--- src/rtl/disp_pkg.sv ---
// Shared constants and helpers for the seven-segment display blocks.
// Anode and decimal-point encodings are active-low throughout.
package disp_pkg;

    localparam int NUM_DIGITS = 4;
    localparam int NIB_W      = 4;
    localparam int VAL_W      = NUM_DIGITS * NIB_W;
    localparam int IDX_W      = $clog2(NUM_DIGITS);

    localparam logic [IDX_W-1:0]      IDX_LAST = IDX_W'(NUM_DIGITS - 1);
    localparam logic [NUM_DIGITS-1:0] AN_OFF   = 4'b1111;
    localparam logic                  DP_OFF   = 1'b1;

    // Active-low one-hot anode pattern for the given slot.
    function automatic logic [NUM_DIGITS-1:0] an_sel(input logic [IDX_W-1:0] idx);
        return ~(NUM_DIGITS'(1) << idx);
    endfunction

endpackage

--- src/rtl/disp_scan_if.sv ---
// Bus between a display client and the disp_scan controller: value load in,
// scan outputs (digit, anodes, decimal point, frame pulse) out.
interface disp_scan_if;
    import disp_pkg::*;

    logic                  load;
    logic [VAL_W-1:0]      value;
    logic [NUM_DIGITS-1:0] dp_in;
    logic [NIB_W-1:0]      digit;
    logic [NUM_DIGITS-1:0] an;
    logic                  dp;
    logic                  frame_done;

    modport master (
        output load, value, dp_in,
        input  digit, an, dp, frame_done
    );

    modport slave (
        input  load, value, dp_in,
        output digit, an, dp, frame_done
    );

endinterface

--- src/rtl/scan_tick.sv ---
// Free-running prescaler: cnt counts 0..DIV-1 and wraps, tick marks the last count.
module scan_tick #(
    parameter  int unsigned DIV   = 50000,
    localparam int unsigned CNT_W = $clog2(DIV)
) (
    input  logic             clk,
    input  logic             rst_n,
    output logic             tick,
    output logic [CNT_W-1:0] cnt
);

    localparam logic [CNT_W-1:0] CNT_LAST = CNT_W'(DIV - 1);

    assign tick = (cnt == CNT_LAST);

    // NOTE: sequential state uses non-blocking assignments so every register
    // samples pre-edge values regardless of statement order.
    always_ff @(posedge clk or negedge rst_n) begin
        if (!rst_n) begin
            cnt <= '0;
        end else if (tick) begin
            cnt <= '0;
        end else begin
            cnt <= cnt + 1'b1;
        end
    end

endmodule

--- src/rtl/disp_scan.sv ---
// disp_scan: 4-digit common-anode scan controller with frame-aligned value updates.
// Optional leading-zero blanking is enabled by defining DISP_SCAN_LZB_EN.
module disp_scan
    import disp_pkg::*;
#(
    parameter int unsigned DIV   = 50000,
    parameter int unsigned GUARD = 2
) (
    input  logic      clk,
    input  logic      rst_n,
    disp_scan_if.slave bus
);

    localparam int unsigned      CNT_W   = $clog2(DIV);
    localparam logic [CNT_W-1:0] GUARD_C = CNT_W'(GUARD);

    logic                  tick;
    logic [CNT_W-1:0]      cnt;
    logic [IDX_W-1:0]      idx;
    logic                  boundary;

    logic [VAL_W-1:0]      act_val;
    logic [NUM_DIGITS-1:0] act_dp;
    logic [VAL_W-1:0]      pend_val;
    logic [NUM_DIGITS-1:0] pend_dp;
    logic                  pend;

    logic [NUM_DIGITS-1:0] blank;
    logic [NIB_W-1:0]      digit_nx;
    logic [NUM_DIGITS-1:0] an_nx;
    logic                  dp_nx;

    scan_tick #(.DIV(DIV)) u_tick (
        .clk   (clk),
        .rst_n (rst_n),
        .tick  (tick),
        .cnt   (cnt)
    );

    assign boundary = tick && (idx == IDX_LAST);

    always_ff @(posedge clk or negedge rst_n) begin
        if (!rst_n) begin
            idx <= '0;
        end else if (tick) begin
            idx <= idx + 1'b1;
        end
    end

    // Active registers only change at a frame boundary; a load landing on the
    // boundary itself goes straight to active and supersedes the shadow.
    always_ff @(posedge clk or negedge rst_n) begin
        if (!rst_n) begin
            // NOTE: shadow data is reset along with the flag so a load discarded
            // by reset can never resurface on the display.
            act_val  <= '0;
            act_dp   <= '0;
            pend_val <= '0;
            pend_dp  <= '0;
            pend     <= 1'b0;
        end else if (boundary) begin
            if (bus.load) begin
                act_val <= bus.value;
                act_dp  <= bus.dp_in;
            end else if (pend) begin
                act_val <= pend_val;
                act_dp  <= pend_dp;
            end
            pend <= 1'b0;
        end else if (bus.load) begin
            pend_val <= bus.value;
            pend_dp  <= bus.dp_in;
            pend     <= 1'b1;
        end
    end

`ifdef DISP_SCAN_LZB_EN
    // A digit is blank when it and every higher digit are zero; digit 0 never is.
    always_comb begin
        logic hi_zero;
        blank   = '0;
        hi_zero = 1'b1;
        for (int k = NUM_DIGITS - 1; k >= 1; k--) begin
            hi_zero  = hi_zero && (act_val[k*NIB_W +: NIB_W] == '0);
            blank[k] = hi_zero;
        end
    end
`else
    assign blank = '0;
`endif

    // NOTE: every combinational output gets a value on every path, so no latch.
    always_comb begin
        digit_nx = act_val[idx*NIB_W +: NIB_W];
        dp_nx    = blank[idx] ? DP_OFF : ~act_dp[idx];
        an_nx    = (cnt < GUARD_C || blank[idx]) ? AN_OFF : an_sel(idx);
    end

    always_ff @(posedge clk or negedge rst_n) begin
        if (!rst_n) begin
            bus.digit      <= '0;
            bus.an         <= AN_OFF;
            bus.dp         <= DP_OFF;
            bus.frame_done <= 1'b0;
        end else begin
            bus.digit      <= digit_nx;
            bus.an         <= an_nx;
            bus.dp         <= dp_nx;
            bus.frame_done <= boundary;
        end
    end

endmodule

--- src/flat_wrapper.sv ---
// flat-port wrapper written by rule: the top's interface ports become plain ports
module disp_scan_flat import disp_pkg::*;
#(
    parameter int unsigned DIV   = 50000,
    parameter int unsigned GUARD = 2
)
  (clk, rst_n, bus_load, bus_value, bus_dp_in, bus_digit, bus_an, bus_dp, bus_frame_done);
  disp_scan_if bus_i ();
  input  logic clk;
  input  logic rst_n;
  input wire logic [$bits(bus_i.load)-1:0] bus_load;
  input wire logic [$bits(bus_i.value)-1:0] bus_value;
  input wire logic [$bits(bus_i.dp_in)-1:0] bus_dp_in;
  output wire logic [$bits(bus_i.digit)-1:0] bus_digit;
  output wire logic [$bits(bus_i.an)-1:0] bus_an;
  output wire logic [$bits(bus_i.dp)-1:0] bus_dp;
  output wire logic [$bits(bus_i.frame_done)-1:0] bus_frame_done;
  assign bus_i.load = bus_load;
  assign bus_i.value = bus_value;
  assign bus_i.dp_in = bus_dp_in;
  assign bus_digit = bus_i.digit;
  assign bus_an = bus_i.an;
  assign bus_dp = bus_i.dp;
  assign bus_frame_done = bus_i.frame_done;
  disp_scan #(.DIV(DIV), .GUARD(GUARD)) u_core (.clk(clk), .rst_n(rst_n), .bus(bus_i));
endmodule
--- config.mk ---
export PLATFORM = sky130hd
export DESIGN_NAME = disp_scan_flat
export DESIGN_NICKNAME = d
export VERILOG_FILES = /design/src/rtl/disp_pkg.sv /design/src/rtl/disp_scan_if.sv /design/src/rtl/scan_tick.sv /design/src/rtl/disp_scan.sv /design/src/flat_wrapper.sv
export SDC_FILE = /design/constraint.sdc
export NUM_CORES = 1
export LEC_CHECK = 0
export ABC_AREA = 1
export BUFFER_PORTS_ARGS = -buffer_cell sky130_fd_sc_hd__buf_2
export CAP_MARGIN = 20
export CORE_UTILIZATION = 45
export DETAILED_ROUTE_END_ITERATION = 16
export SKIP_CTS_REPAIR_TIMING = 1
export SYNTH_ARGS = -nofsm -noshare
export SYNTH_HDL_FRONTEND = slang
export SYNTH_SLANG_ARGS = --single-unit
--- constraint.sdc ---
create_clock -name clk -period 3.73 [get_ports clk]
set_input_delay 0 -clock clk [delete_from_list [all_inputs] [get_ports clk]]
set_output_delay 0 -clock clk [all_outputs]
set_load 0.02 [all_outputs]
[After elaboration in Yosys (flattened, before gate mapping)]
Index checks and enable logic that the tools add are counted.
Cells by class
  $add $sub $neg: 2
  order comparisons: 2
  equality and inequality tests: 2
  shift-type cells: 2
  muxes and demuxes: 13
  bitwise logic cells: 3
  reduce and logical (&&, ||, !) cells: 6
Operators by type and width (count)
  2-to-1 mux 16 bit: 3
  adder 16 x 1 -> 16 bit, second input constant: 1
  == test 16 bit, second input constant: 1
  less-than comparator 16 x 2 -> 1 bit, second input constant: 1
  indexed part select 16 x 5 -> 4 bit: 1
  2-to-1 mux 4 bit: 3
  2-to-1 mux 1 bit: 5
  binary-select mux 1 bit (select 2 bit): 2
  inverter 4 bit: 1
  AND reduction 2 bit: 2
  nonzero test 2 bit: 2
  << shifter 1 x 2 -> 4 bit, first input constant: 1
  less-than comparator 2 x 3 -> 1 bit, second input constant: 1
  adder 2 x 1 -> 2 bit, second input constant: 1
  == test 2 bit, second input constant: 1
  inverter 1 bit: 2
  logical AND 1 bit: 1
  logical OR 1 bit: 1
Storage, ports and cells
  bits in registers: 69
  bits of input ports: 23
  output and inout port bits: 10
  word-level logic and storage cells: 41

[Logic depth before layout (Yosys ltp)]
  word-level depth: 4
  depth in mapped cells: 9
  gate-level depth less buffers: 8

[Hierarchy]
A second synthesis with hierarchy kept.
Unflattened totals
  cells, all modules: 422
  area, all modules: 3404.5 µm²
By module, submodules not included
  disp_scan: instances 1, cells each 301, area an instance 2527.4 µm², sequential area each 1332.5 µm²
  scan_tick: instances 1, cells each 121, area an instance 877.1 µm², sequential area each 400.4 µm²

[Worst setup path after synthesis]
No wires, ideal clock.
  path kind: reg2reg
  start point: register u_core.u_tick.cnt[0]
  end point: register u_core.act_dp[3]
  library setup time: 119 ps
  arrival time: 1253 ps
  data required time: 3611 ps
  slack: 2359 ps
  stages on the path, launching flop included: 8
  buffers on the path: 1
  clock period less this slack: 1371 ps
  cell sequence: dfrtp_1 -> ha_1 -> nand3_1 -> nor2_2 -> nand4_1 -> buf_2 -> nand2_1 -> nand2_1
On the way
  cells in the longest elaborated chain, start to end: 3
RTL lines
  start: declaration: RTL line scan_tick.sv:9  | output logic [CNT_W-1:0] cnt
  start signal: assignment: RTL line scan_tick.sv:24  | cnt <= cnt + 1'b1;
  == test 16 bit: RTL line scan_tick.sv:14  | assign tick = (cnt == CNT_LAST);
  logical AND 1 bit: RTL line disp_scan.sv:40  | assign boundary = tick && (idx == IDX_LAST);
  AND reduction 2 bit (no line)
  end signal: assignment: RTL line disp_scan.sv:64  | act_dp <= bus.dp_in;
  end signal: assignment: RTL line disp_scan.sv:67  | act_dp <= pend_dp;
  end: declaration: RTL line disp_scan.sv:23  | logic [NUM_DIGITS-1:0] act_dp;
No other way between the ends.
A chain may end at the register's enable or synchronous reset.

[Worst setup path after layout]
  start point: register u_core.idx[0]
  end point: register u_core.act_val[7]
On the way
  cells in the longest elaborated chain, start to end: 3
RTL lines
  start: declaration: RTL line disp_scan.sv:19  | logic [IDX_W-1:0] idx;
  start signal: assignment: RTL line disp_scan.sv:46  | idx <= idx + 1'b1;
  == test 2 bit: RTL line disp_scan.sv:40
  logical AND 1 bit: RTL line disp_scan.sv:40
  AND reduction 2 bit (no line)
  end signal: assignment: RTL line disp_scan.sv:63  | act_val <= bus.value;
  end signal: assignment: RTL line disp_scan.sv:66  | act_val <= pend_val;
  end: declaration: RTL line disp_scan.sv:22  | logic [VAL_W-1:0] act_val;
No other way between the ends.

==> run_results.csv <==
group,metric,value,unit
critical_path,reg2reg_slack,1560,ps
run,cap_violations,0,
floorplanning,dieWidth,89.7,um
synthesis,synth-seq-cells,69,
synthesis,postSynth.asyncResetShare,1.00,
cts,clk_latency,340,ps
drt,drc,0,
floorplanning,start_util,0.472,
floorplanning,die_h,89.7,um
floorplanning,num_rows,31,
cells_and_area,num-fill-cells,699,
global_route,antenna_found_initial,0,
drt,drt-total-wl,7230,um
critical_path,arrival,2400,ps
sta,setup_tns,0,ps
critical_path,cp_common_cell,"nand2_1",
placed_design,routabilityCongestion,0.849,
sta,slew_violations,0,
critical_path,rr_endpoint,"u_core.act_val[7]$_DFFE_PN0P_",
synthesis,yosys.cell_types.count,27,
global_route,grt_pass1_wl,12300,um
synthesis,synth_nets,462,
floorplanning,die_area,0.00804,mm2
sta,hold_violations,0,
critical_path,critPathKind,"flop to flop",
critical_path,critical_path_depth,5,
sta,period_share,0.581,
synthesis,syn_area,0.00346,mm2
global_route,grt_pass1_vias,2525,
sta,slew_headroom,0.477,
cells_and_area,antenna_cells,0,
placed_design,dp_hpwl,4930,um
cts,numCtsBuffers,9,
critical_path,critPathTopFamily,"simple AND/OR/NAND/NOR gates",
outcome,status,"finished, final reports clean",
pwr,p_per_area,364,mW/mm2
drt,avgRoutedWirePerCell,12.3,um
sta,rsz0062_at_grt,"no",
cells_and_area,layout.nets,511,
drt,ant_nets,0,
drt,drt-vias-per-instance,4.86,
global_route,overflow,0,
cells_and_area,drive_gt1_frac,0.148,
cts,tritoncts,"yes",
critical_path,max_stage_delay,670,ps
floorplanning,ios,33,
floorplanning,core,0.00733,mm2
critical_path,crit_slowest_cell,"nand4_1",
drt,vias,2851,
critical_path,required,3960,ps
pwr,p_leak,2.21,nW
sta,skew,8.97,ps
cts,path_clk_slew,70,ps
cts,root_buffer,"clkbuf_8",
critical_path,timing.rr.start,"u_core.idx[0]$_DFFE_PN0N_",
sta,whs,205,ps
synthesis,avgSynthCellArea,7.97,um2
cts,htreeDepth,3,
critical_path,path_max_fanout,23,
sta,fmax,462,MHz
pwr,vdd_drop_max,0.238,mV
critical_path,rr_worst_depth,5,
critical_path,critPathCaptureType,"flop",
sta,setup_viol,0,
critical_path,crit_buf_inv,1,
critical_path,start_kind,"flop",
synthesis,ys_seq_area_frac,0.501,
drt,first_pass_iters,4,
placed_design,place_ws,1520,ps
sta,tightest_slew,783,ps
global_route,grt_use_total,0.204,
synthesis,yosys_warnings,0,
placed_design,numPortBuffers,32,
cts,cts_sinks,69,
global_route,grt_max_degree,62,
sta,layout_min_cycle_time,2170,ps
synthesis,synth_edf_count,0,
cells_and_area,area_growth,17.9,%
hold_path,hp-class,"input port to async pin",
synthesis,synth-main-ff-cell,"dfrtp_1",
cts,clock_path_buffers,2,
critical_path,path_cells,"ha_1, buf_4, nand4_1, nand2_1, nand2_1",
sta,setup_slack,1560,ps
synthesis,syn_inst,434,
drt,drtIter0Drc,214,
[worst max path at each step]
stage                              startpoint                              to  slack, ps
6_report            u_core.idx[0]$_DFFE_PN0N_   u_core.act_val[7]$_DFFE_PN0P_       1560
5_1_grt             u_core.idx[0]$_DFFE_PN0N_    u_core.act_dp[1]$_DFFE_PN0P_       1240
4_1_cts             u_core.idx[0]$_DFFE_PN0N_  u_core.act_val[15]$_DFFE_PN0P_       1510
3_5_place_dp        u_core.idx[0]$_DFFE_PN0N_  u_core.act_val[15]$_DFFE_PN0P_       1520
3_3_place_gp        u_core.idx[0]$_DFFE_PN0N_  u_core.act_val[14]$_DFFE_PN0P_       1560
2_1_floorplan  u_core.u_tick.cnt[0]$_DFF_PN0_    u_core.act_dp[3]$_DFFE_PN0P_       2360
[synth_stat cells (3+ instances only)]
| master | instances | area (um2) |
|---|---|---|
| xor2_1 | 4 | 35.0 |
| buf_6 | 6 | 67.6 |
| dfrtp_1 | 64 | 1600 |
| o22ai_1 | 4 | 25.0 |
| nand2_2 | 4 | 25.0 |
| clkbuf_1 | 10 | 37.5 |
| o21ai_0 | 33 | 165 |
| nor2_1 | 34 | 128 |
| nor2_2 | 3 | 18.8 |
| a21oi_1 | 5 | 25.0 |
| dfstp_2 | 5 | 131 |
| inv_1 | 42 | 158 |
| nor3_1 | 4 | 20.0 |
| ha_1 | 5 | 62.6 |
| nand2_1 | 141 | 529 |
| nand3_1 | 29 | 145 |
| buf_2 | 3 | 15.0 |
| nand4_1 | 23 | 144 |
| inv_2 | 5 | 18.8 |
[cells by family (layout without fill, tap and decap cells)]
logic type / Yosys count / count (layout) / synth area share
xor+xnor: 5 / 5 / 0.0127
fa+ha+maj: 5 / 5 / 0.0181
compound gates: 43 / 43 / 0.0651
buf+inv: 68 / 122 / 0.0879
simple gates: 244 / 244 / 0.315
flops: 69 / 69 / 0.501
[metrics by stage]
| stage | util | power (mW) | cell area, um2 | cells |
|---|---|---|---|---|
| 6_report | 0.556 | 1.49 | 4080 | 587 |
| 5_1_grt | 0.556 | 1.56 | 4080 | 587 |
| 4_1_cts | 0.524 | 1.48 | 3840 | 564 |
| 3_5_place_dp | 0.497 | 0.875 | 3650 | 548 |
| 3_3_place_gp | 0.497 | 0.873 | 3650 | 548 |
| 2_1_floorplan | - | 0.837 | 3460 | 434 |
[layout make-up]
cell class | count | area [um2] | share of cell area
clock inverters | 4 | 47.5 | 0.0117
clock buffers | 12 | 145 | 0.0356
repair buffers | 59 | 430 | 0.106
inverters | 47 | 176 | 0.0433
well taps | 99 | 124 | 0.0304
flip-flops and latches | 69 | 1730 | 0.425
multi-input cells | 297 | 1420 | 0.349
[worst reg2reg max path: stages, from the launching register on]
cell and delay (ps):
dfrtp_1 560, ha_1 210, buf_4 260, nand4_1 680
nand2_1 270, nand2_1 70
[sequential cells by signal, summed over array words and instances (netlist names), 2 cells and up]
name and flops:
u_core.bus.an 4, u_core.u_tick.cnt 16, u_core.pend_val 16, u_core.bus.digit 4, u_core.act_val 16, u_core.pend_dp 4, u_core.idx 2, u_core.act_dp 4
[metal layers]
metal  track usage  share of wire  up-vias
met5             0              0        -
met4        0.0779          0.011        0
met3        0.0457          0.046        7
met2         0.289           0.43       78
met1         0.302           0.51     1294
li1              -              -     1472
[power breakdown]
part / switching, mW / internal, mW
registers: 0.00950 / 0.767
logic: 0.0569 / 0.0456
clock network: 0.282 / 0.326
total: 0.348 / 1.14
[cell usage in the layout, fill, tap and decap left out, types with 5 or more instances in the layout]
cell	synthesis	routed
nor2_1	34	34
nand2_1	141	141
dlygate4sd3_1	0	22
clkbuf_8	0	10
nand3_1	29	29
dfrtp_1	64	64
o21ai_0	33	33
inv_2	5	5
dfstp_2	5	5
buf_2	3	32
inv_1	42	42
nand4_1	23	23
ha_1	5	5
a21oi_1	5	5
Note: power is estimated with default switching activity, not from simulation.
